===== config.mk =====
export PLATFORM = sky130hd
export DESIGN_NAME = rtc_cfg_regs
export DESIGN_NICKNAME = d
export VERILOG_FILES = /design/src/rtl/rtc_cfg_pkg.sv /design/src/rtl/rtc_onehot_dec.sv /design/src/rtl/rtc_cfg_regs.sv
export SDC_FILE = /design/constraint.sdc
export NUM_CORES = 1
export LEC_CHECK = 0
export CORE_AREA = 2 2 214 216
export DETAILED_ROUTE_END_ITERATION = 7
export DIE_AREA = 0 0 216 218
export HOLD_SLACK_MARGIN = 0.03
export PLACE_DENSITY = 0.76
export REMOVE_ABC_BUFFERS = 1
export SETUP_SLACK_MARGIN = 0.15
export SKIP_LAST_GASP = 1
export SYNTH_ARGS = -nofsm -noshare
export SYNTH_HDL_FRONTEND = slang
export SYNTH_SLANG_ARGS = --single-unit

===== constraint.sdc =====
create_clock -name i_sys_clk -period 6.15 [get_ports i_sys_clk]
set_input_delay 0.9225 -clock i_sys_clk [delete_from_list [all_inputs] [get_ports i_sys_clk]]
set_output_delay 0.9225 -clock i_sys_clk [all_outputs]
set_load 0.02 [all_outputs]

===== src/rtl/rtc_cfg_pkg.sv =====
// Shared constants, register index names and FSM state type for the
// CAN controller configuration register bank.
package rtc_cfg_pkg;

  localparam int unsigned NUM_RW       = 8;
  localparam int unsigned NUM_RO       = 4;
  localparam int unsigned IRQ_IDX      = NUM_RW + NUM_RO;
  localparam int unsigned IRQ_MASK_IDX = NUM_RW - 1;

  localparam int unsigned CTRL        = 0;
  localparam int unsigned BIT_TIMING  = 1;
  localparam int unsigned FILTER_ID   = 2;
  localparam int unsigned FILTER_MASK = 3;
  localparam int unsigned TX_CFG      = 4;
  localparam int unsigned RX_CFG      = 5;
  localparam int unsigned ERR_LIMIT   = 6;
  localparam int unsigned IRQ_MASK    = 7;

  typedef enum logic [1:0] {
    ST_IDLE,
    ST_ACCESS,
    ST_ACK,
    ST_WAIT_REL
  } cfg_state_t;

endpackage


===== src/rtl/rtc_onehot_dec.sv =====
// Register-select decoder: flags any request, flags multi-hot selects and
// returns the bit position of the selected register.
module rtc_onehot_dec (
  input  logic [30:0] i_vec,
  output logic        o_valid,
  output logic        o_multi_hot,
  output logic [4:0]  o_index
);

  always_comb begin
    o_valid     = |i_vec;
    o_multi_hot = |(i_vec & (i_vec - 31'd1));
    o_index     = '0;
    // Highest set bit wins; only meaningful for a one-hot vector anyway.
    for (int unsigned i = 0; i < 31; i++) begin
      if (i_vec[i]) o_index = 5'(i);
    end
  end

endmodule


===== src/rtl/rtc_cfg_regs.sv =====
// CAN controller configuration register bank: one-hot select decode,
// RW control registers, RO status words and W1C interrupt flags.
module rtc_cfg_regs #(
  parameter int unsigned NUM_RW  = rtc_cfg_pkg::NUM_RW,
  parameter int unsigned NUM_RO  = rtc_cfg_pkg::NUM_RO,
  parameter int unsigned IRQ_IDX = rtc_cfg_pkg::IRQ_IDX
) (
  input  logic                   i_sys_clk,
  input  logic                   i_reset_n,
  input  logic [30:0]            i_rs_vector,
  input  logic [31:0]            i_reg_w_bus,
  input  logic                   i_r_neg_w,
  output logic [31:0]            o_reg_r_data,
  output logic                   o_reg_ack,
  output logic                   o_reg_error,
  input  logic [32*NUM_RO-1:0]   i_status,
  input  logic [31:0]            i_irq_set,
  output logic [32*NUM_RW-1:0]   o_cfg_regs,
  output logic [31:0]            o_irq_flags,
  output logic                   o_irq
);
  import rtc_cfg_pkg::*;

  localparam int unsigned MASK_IDX = NUM_RW - 1;

  cfg_state_t  r_state;
  logic [4:0]  r_idx;
  logic        r_multi;
  logic        r_rnw;
  logic [31:0] r_wdata;
  logic [31:0] r_cfg [NUM_RW];
  logic [31:0] r_flags;
  logic [31:0] r_rdata;
  logic        r_ack;
  logic        r_err;
  logic        r_err_pend;

  logic        w_valid;
  logic        w_multi;
  logic [4:0]  w_idx;
  logic        w_is_ro;
  logic        w_err;
  logic        w_w1c;
  logic [31:0] w_rd;

  // The live select is decoded once: IDLE latches the decoded form, ACCESS
  // and WAIT_REL use its valid bit to detect release/abort.
  rtc_onehot_dec u_dec (
    .i_vec       (i_rs_vector),
    .o_valid     (w_valid),
    .o_multi_hot (w_multi),
    .o_index     (w_idx)
  );

  always_comb begin
    w_is_ro = (32'(r_idx) >= NUM_RW) && (32'(r_idx) < NUM_RW + NUM_RO);
    w_err   = r_multi || (32'(r_idx) > IRQ_IDX) || (!r_rnw && w_is_ro);
    w_w1c   = (r_state == ST_ACCESS) && w_valid && !w_err && !r_rnw
              && (32'(r_idx) == IRQ_IDX);
    w_rd    = '0;
    for (int unsigned i = 0; i < NUM_RW; i++) begin
      if (32'(r_idx) == i) w_rd = r_cfg[i];
    end
    for (int unsigned k = 0; k < NUM_RO; k++) begin
      if (32'(r_idx) == NUM_RW + k) w_rd = i_status[k*32 +: 32];
    end
    if (32'(r_idx) == IRQ_IDX) w_rd = r_flags;
  end

  always_ff @(posedge i_sys_clk or negedge i_reset_n) begin
    if (!i_reset_n) begin
      r_state    <= ST_IDLE;
      r_idx      <= '0;
      r_multi    <= 1'b0;
      r_rnw      <= 1'b0;
      r_wdata    <= '0;
      r_flags    <= '0;
      r_rdata    <= '0;
      r_ack      <= 1'b0;
      r_err      <= 1'b0;
      r_err_pend <= 1'b0;
      for (int unsigned i = 0; i < NUM_RW; i++) r_cfg[i] <= '0;
    end else begin
      // Set pulses are OR-ed after the clear so a same-cycle set wins.
      r_flags <= (r_flags & ~(w_w1c ? r_wdata : '0)) | i_irq_set;
      r_ack   <= 1'b0;
      r_err   <= 1'b0;
      case (r_state)
        ST_IDLE: begin
          if (w_valid) begin
            r_idx   <= w_idx;
            r_multi <= w_multi;
            r_rnw   <= i_r_neg_w;
            r_wdata <= i_reg_w_bus;
            r_state <= ST_ACCESS;
          end
        end
        ST_ACCESS: begin
          if (!w_valid) begin
            r_state <= ST_IDLE;
          end else begin
            r_err_pend <= w_err;
            if (w_err) begin
              r_rdata <= '0;
            end else if (r_rnw) begin
              r_rdata <= w_rd;
            end else begin
              for (int unsigned i = 0; i < NUM_RW; i++) begin
                if (32'(r_idx) == i) r_cfg[i] <= r_wdata;
              end
            end
            r_state <= ST_ACK;
          end
        end
        ST_ACK: begin
          r_ack   <= 1'b1;
          r_err   <= r_err_pend;
          r_state <= ST_WAIT_REL;
        end
        ST_WAIT_REL: begin
          if (!w_valid) r_state <= ST_IDLE;
        end
        default: r_state <= ST_IDLE;
      endcase
    end
  end

  always_comb begin
    o_cfg_regs = '0;
    for (int unsigned i = 0; i < NUM_RW; i++) o_cfg_regs[i*32 +: 32] = r_cfg[i];
  end

  assign o_reg_r_data = r_rdata;
  assign o_reg_ack    = r_ack;
  assign o_reg_error  = r_err;
  assign o_irq_flags  = r_flags;
  assign o_irq        = |(r_flags & r_cfg[MASK_IDX]);

endmodule


==> results of run 1 <==
==> kinds of logic after synthesis <==
family | share of synthesized area
AND/OR/NAND/NOR | 0.06464
adder cells (fa/ha/maj) | 0.003380
flip-flops | 0.5126
multiplexers | 0.2232
AO/OA/AOI/OAI | 0.1536
buffers and inverters | 0.04253
==> report_power, final <==
group | switching [mW] | internal, mW | total (mW)
registers | 0.0450 | 2.41 | 2.45
clock network | 0.995 | 1.44 | 2.43
logic | 0.176 | 0.177 | 0.352
==> worst reg2reg max path, cell delays in order (launching register included) <==
cell     delay (ns)
dfrtp_4        0.82
nor2b_4        1.03
and2_0         0.71
nand2_2        0.93
mux2_2         0.61
==> area by class of cell <==
| class | instances | area [um^2] | area share |
|---|---|---|---|
| sequential | 364 | 9112 | 0.3670 |
| multi-input combinational | 957 | 7990 | 0.3218 |
| timing repair buffer | 563 | 5628 | 0.2266 |
| clock buffer | 57 | 1199 | 0.04827 |
| tap | 600 | 750.7 | 0.03023 |
| clock inverter | 12 | 118.9 | 0.004787 |
| inverter | 8 | 30.03 | 0.001209 |
| antenna | 1 | 2.502 | 0.0001008 |
==> worst paths after layout <==
kind	from	to	slack (ns)	cells after the start
min in group i_sys_clk	o_reg_r_data[1]	o_reg_r_data[1]	0.49	1
max	r_idx[0]	o_cfg_regs[38]	1.92	4
max in group asynchronous	i_reset_n	r_wdata[18]	4.34	2
min reg2reg	o_reg_r_data[1]	o_reg_r_data[1]	0.49	1
min	i_reset_n	o_reg_r_data[2]	0.42	1
max reg2reg	r_idx[0]	o_cfg_regs[38]	1.92	4
==> synthesized netlist by cell type, drive strengths merged (6+ instances only) <==
cell type / count / share of area
nor4: 6 / 0.0021
nor2b: 9 / 0.0032
o32ai: 7 / 0.0035
or4: 7 / 0.0032
a22o: 8 / 0.0039
buf: 73 / 0.028
a32o: 22 / 0.012
clkbuf: 61 / 0.013
nand4: 7 / 0.0028
a221oi: 25 / 0.012
nor3: 8 / 0.0023
a21o: 35 / 0.015
or2: 7 / 0.0025
nand3: 12 / 0.0034
o22ai: 60 / 0.021
or3: 7 / 0.0025
mux2i: 43 / 0.024
nor2: 57 / 0.012
o2111ai: 22 / 0.011
a21oi: 41 / 0.012
o31ai: 9 / 0.0038
a2111oi: 10 / 0.0049
and2: 6 / 0.0021
and3: 6 / 0.0021
nand2: 87 / 0.018
mux2: 290 / 0.20
inv: 8 / 0.0017
dfrtp: 364 / 0.51
o21ai: 46 / 0.013
a22oi: 68 / 0.029
maj3: 6 / 0.0034
==> metal layers <==
metal	track usage	vias to the layer above
met5	0	-
met4	0.1573	0
met3	0.07043	204
met2	0.5182	977
met1	0.3870	8008
li1	-	6462
==> registers in the layout, indices dropped and copies added (netlist names), 5 cells and up, named ones only <==
signal and count:
o_reg_r_data 32, r_idx 5, o_irq_flags 32, o_cfg_regs 256, r_wdata 32
==> stage by stage <==
stage	power, mW	area (um^2)
2_1_floorplan	2.560	17040
3_3_place_gp	2.840	23510
3_5_place_dp	2.845	23510
4_1_cts	5.262	24830
5_1_grt	5.388	24830
6_report	5.238	24830
==> summary.md, run 1 <==
| Metric | Value |
|---|---|
| Antenna violations before repair | `1` |
| Slowest cell on crit path | `nor2b_4` |
| # resized after CTS | `0` |
| Routability Congestion | `between 0.9 and 1` |
| IO buf count | `~550` |
| DRC viols | `0` |
| Met3 WL | `about 6900 um` |
| I/O Pins | `between 500 and 600` |
| CP Capture Type | `flop` |
| Setup Fix Bufs, Post-CTS | `0` |
| Wl on met1 | `about 29,000 um` |
| Cells after Synth | `1,463` |
| Yosys cell types | `63` |
| Synth Flop Type | `dfrtp_1` |
| Row cnt | `78` |
| Layout area overhead | `39.74%` |
| Root buffer cell | `clkbuf_16` |
| Pwr dens | `211.0 nW/um^2` |
| Share of cells above drive strength 1 | `0.2075` |
| # H-tree levels | `2` |
| Cts bufs inserted | `between 40 and 50` |
| Part of the cycle the worst path needs | `0.6883` |
| Final setup viols | `0` |
| Clock Latency Late Sink | `roughly 0.56 ns` |
| Synth warn | `0` |
| Post-DP HPWL | `just over 50,000 um` |
| Peak supply drop | `0.1646 mV` |
| Largest net degree at the start of global routing | `between 150 and 200` |
| Final worst slack | `~1.9 ns` |
| Final WL | `76,200 um` |
| Minimum clock period | `between 4 and 5 ns` |
| Starting Density | `0.3958` |
| Critical-path cell list | `nor2b_4 -> and2_0 -> nand2_2 -> mux2_2` |
| Die width | `approximately 220 um` |
| Worst-path fanout max | `32` |
| Hold Worst Slack | `0.4178 ns` |
| Reg clk slew, reported paths | `0.06 ns` |
| Worst min path class | `input port to asynchronous set/reset pin` |
| Post-route ant nets | `0` |
| Uppermost layer routed | `met4` |
| Die ar. | `between 40,000 and 50,000 um^2` |
| Global-route wire length before repair | `between 100,000 and 150,000 um` |
| Setup crit start kind | `flop` |
| Final max-slew violation count | `0` |
| Fill cells | `roughly 3,800` |
| Pre-antenna DRT Iters | `5` |
| Max incr delay on CP | `1.01 ns` |
| Peak Freq | `approximately 240 MHz` |
| Slew HR | `0.1305` |
| CTS Sinks | `364` |
| Pre-CTS setup slack | `between 1.5 and 2 ns` |
| DRT iter0 DRCs | `between 1,500 and 2,000` |
| CTS max path bufs | `3` |
| Status | `completed` |
| Fin nets | `around 2,200` |
| Core Region | `roughly 45,000 um^2` |
| Via count | `15,650` |
| CTS tree | `built` |
| Util after Layout | `0.5531` |
| Chip Height | `around 220 um` |
| Final std cells w/o fill | `between 2,000 and 3,000` |
| Placed insts | `2,492` |
| Critical path's top delay family | `simple AND/OR/NAND/NOR gates` |
| Lkg Pwr | `10.28 nW` |
| Crit path DAT | `between 4 and 5 ns` |
| Overall Global Routing Usage | `0.3134` |
| Sequential area share after synthesis | `0.5126` |
| WL met2 | `around 36,000 um` |
| Clock Skew | `0.02066 ns` |
| CP required | `approximately 6.6 ns` |
| Post-synth EDFFs | `0` |
| FFs w/ async S/R, synth | `1.000` |
| Worst Tran Pin Value | `between 1 and 1.5 ns` |
| Yosys reg bits | `roughly 360` |
| Syn avg cell area | `12.15 um^2` |
| Final hold violation count | `0` |
| Max-Cap Viols | `0` |
| Commonest non-fill, non-tap cell in the layout | `clkdlybuf4s50_1` |
| Global route total overflow | `0` |
| Hold buffers post-CTS | `0` |
| Mapped cell area | `17,770 um^2` |
| Drt wl/cell | `a little under 30 um` |
| CP Class | `flop to flop` |
| Buf/Inv on CP | `0` |
| Setup total negative slack | `0 ns` |
| Vias per inst | `just over 6` |
| Number of global-route vias before repair | `15,790` |
| Commonest cells after routing, fill and taps aside | `clkdlybuf4s50_1, dfrtp_1, mux2_2` |
| RSZ-0062 raised after global routing | `no` |
Note: power is estimated with default switching activity, not from simulation.
==> inputs of run 2 (changes only) <==
- CORE_AREA: 2 2 214 216 -> 2 2 213 215
- DIE_AREA: 0 0 216 218 -> 0 0 215 217
- PLACE_DENSITY: 0.76 -> 0.79
- clock period: 6.15 -> 3.4 ns (I/O delays scaled with it)
==> summary.md, run 2 (synthesized netlist as in run 1, its figures left out) <==
| Metric | Value |
|---|---|
| Final WL | `78,510 um (+3.0%)` |
| Worst Tran Pin Value | `1.191 ns (-0.1089 ns)` |
| Power share of the clock group | `0.468 (+0.003)` |
| Post-route ant nets | `0 (unchanged)` |
| Part of the cycle the worst path needs | `0.9261 (+0.2378)` |
| Slowest cell on crit path | `nor2_4` |
| Crit path DAT | `3.61 ns (-1.05 ns)` |
| Peak supply drop | `0.3267 mV (+99%)` |
| # H-tree levels | `2 (unchanged)` |
| Final worst slack | `0.2514 ns (-1.665 ns)` |
| Max incr delay on CP | `0.89 ns (-0.12 ns)` |
| Clock Skew | `0.02284 ns (+0.002181 ns)` |
| Slew HR | `0.2043 (+0.07381)` |
| Max reg flops | `256 (unchanged)` |
| Die width | `215 um (-0.46%)` |
| Max-Cap Viols | `0 (unchanged)` |
| Core Region | `44,700 um^2 (-0.43%)` |
| Pre-antenna DRT Iters | `6 (+1)` |
| CTS max path bufs | `3 (unchanged)` |
| Global-route wire length before repair | `113,800 um (+5.2%)` |
| DRT iter0 DRCs | `1,466 (-5.5%)` |
| Setup Fix Bufs, Post-CTS | `0 (unchanged)` |
| Peak Freq | `317.6 MHz (+34%)` |
| P_sw | `2.213 mW (+82%)` |
| Share of cells above drive strength 1 | `0.2413 (+0.03378)` |
| Critical-path cell list | `nor3b_1 -> nor2_1 -> a21o_1 -> nor2_4 -> o21ai_0 -> o21ai_0` |
| Number of global-route vias before repair | `16,480 (+4.4%)` |
| Drt wl/cell | `29.65 um (-0.31%)` |
| Routability Congestion | `0.9701 (+1.7%)` |
| Overall Global Routing Usage | `0.3295 (+0.01618)` |
| Final std cells w/o fill | `2,648 (+3.4%)` |
| Minimum clock period | `3.149 ns (-1.085 ns)` |
| Worst-path fanout max | `26 (-19%)` |
| IO buf count | `548 (unchanged)` |
| Largest net degree at the start of global routing | `116 (-26%)` |
| Starting Density | `0.3975 (+0.001728)` |
| Reg clk slew, reported paths | `0.06 ns (about the same)` |
| Sw Ratio | `0.2307 (-0.001455)` |
| CP required | `3.86 ns (-2.71 ns)` |
| Pre-CTS setup slack | `0.07934 ns (-1.590 ns)` |
| Antenna violations before repair | `5 (+4)` |
| Fin nets | `2,245 (+3.9%)` |
| Die ar. | `46,660 um^2 (-0.92%)` |
| Commonest cells after routing, fill and taps aside | `clkdlybuf4s50_1, dfrtp_1, mux2_2` |
| Worst min path class | `flop to flop` |
| Final setup viols | `0 (unchanged)` |
| Global route total overflow | `0 (unchanged)` |
| Vias per inst | `6.103 (about the same)` |
| Root buffer cell | `clkbuf_16` |
| Chip Height | `217 um (-0.46%)` |
| Via count | `16,160 (+3.3%)` |
| Row cnt | `78 (unchanged)` |
| Lkg Pwr | `10.81 nW (+5.1%)` |
| CTS tree | `built` |
| Final hold violation count | `0 (unchanged)` |
| Clock Latency Late Sink | `0.56 ns (about the same)` |
| Setup crit start kind | `flop` |
| Sequential share of power | `0.462 (-0.006)` |
| Placed insts | `2,576 (+3.4%)` |
| Post-DP HPWL | `56,630 um (+9.5%)` |
| I/O Pins | `549 (unchanged)` |
| CP Capture Type | `flop` |
| Status | `completed` |
| RSZ-0062 raised after global routing | `no` |
| Cell mode on critical path | `o21ai_0` |
| Gate power share | `0.070 (+0.003)` |
| CTS Sinks | `364 (unchanged)` |
| Commonest non-fill, non-tap cell in the layout | `clkdlybuf4s50_1` |
| DRC viols | `0 (unchanged)` |
| Setup total negative slack | `0 ns (unchanged)` |
| Cts bufs inserted | `40 (-2.4%)` |
| Pint | `7.380 mW (+83%)` |
| Final max-slew violation count | `0 (unchanged)` |
| Pwr dens | `372.5 nW/um^2 (+77%)` |
| Fill cells | `3,751 (-1.3%)` |
| CP Class | `flop to flop` |
| Layout area overhead | `44.92%` |
[run 2: area by class of cell]
class	instances	area, um^2	area share
antenna	1	2.502	0.00009718
tap	600	750.7	0.02915
inverter	8	30.03	0.001166
clock buffer	60	1209	0.04694
multi-input combinational	957	8004	0.3108
sequential	364	9114	0.3539
clock inverter	10	136.4	0.005296
timing repair buffer	648	6505	0.2526
[run 2: power groups by stage]
stage / logic, mW / registers [mW] / clock network [mW]
floorplan: 0.140 / 4.49 / 0
global placement: 0.664 / 4.50 / 0
detailed placement: 0.670 / 4.51 / 0
CTS: 0.676 / 4.43 / 4.53
global route: 0.719 / 4.43 / 4.71
finish: 0.676 / 4.43 / 4.49
[run 2: worst paths after layout]
path	slack (ns)	from	to	cells past startpoint
min	0.48	r_err_pend	r_err_pend	1
max in group asynchronous	1.64	i_reset_n	r_wdata[11]	3
min reg2reg	0.48	r_err_pend	r_err_pend	1
min in group asynchronous	0.52	i_reset_n	r_wdata[22]	2
max reg2reg	0.25	r_idx[2]	o_reg_r_data[13]	6
max	0.25	r_idx[2]	o_reg_r_data[13]	6
[run 2: stage by stage]
step	area [um^2]	hold slack (ns)	power, mW	utilization
after floorplan	17040	0.2144	4.631	-
after CTS	25740	0.4775	9.637	0.5759
after global routing	25750	0.5046	9.861	0.5761
after detailed placement	24370	0.4655	5.175	0.5453
final	25750	0.4798	9.593	0.5761
after global placement	24370	0.4594	5.168	0.5453
[run 2: per-layer routing]
| layer | GRT usage | vias to the layer above | part of all wire |
|---|---|---|---|
| li1 | - | 6651 | - |
| met1 | 0.4121 | 8222 | 0.39 |
| met2 | 0.5447 | 1038 | 0.47 |
| met4 | 0.1494 | 6 | 0.046 |
| met5 | 0 | - | 0.00047 |
| met3 | 0.07785 | 244 | 0.088 |
[run 2: worst max-delay path, delay by kind of cell (launching register included)]
family,cells,cell delay (ns)
flops,1,0.67
compound gates,3,0.72
simple gates,3,1.65
[run 2: timing repair]
| item | 4_1_cts | 5_1_grt |
|---|---|---|
| pin swaps | 0 | 1 |
| cloned | 0 | 0 |
| setup endpoints to repair | 1 | 1 |
| endpoints found under the hold margin | 62 | 0 |
| resized for setup | 4 | 2 |
| hold buffers | 1 | 0 |
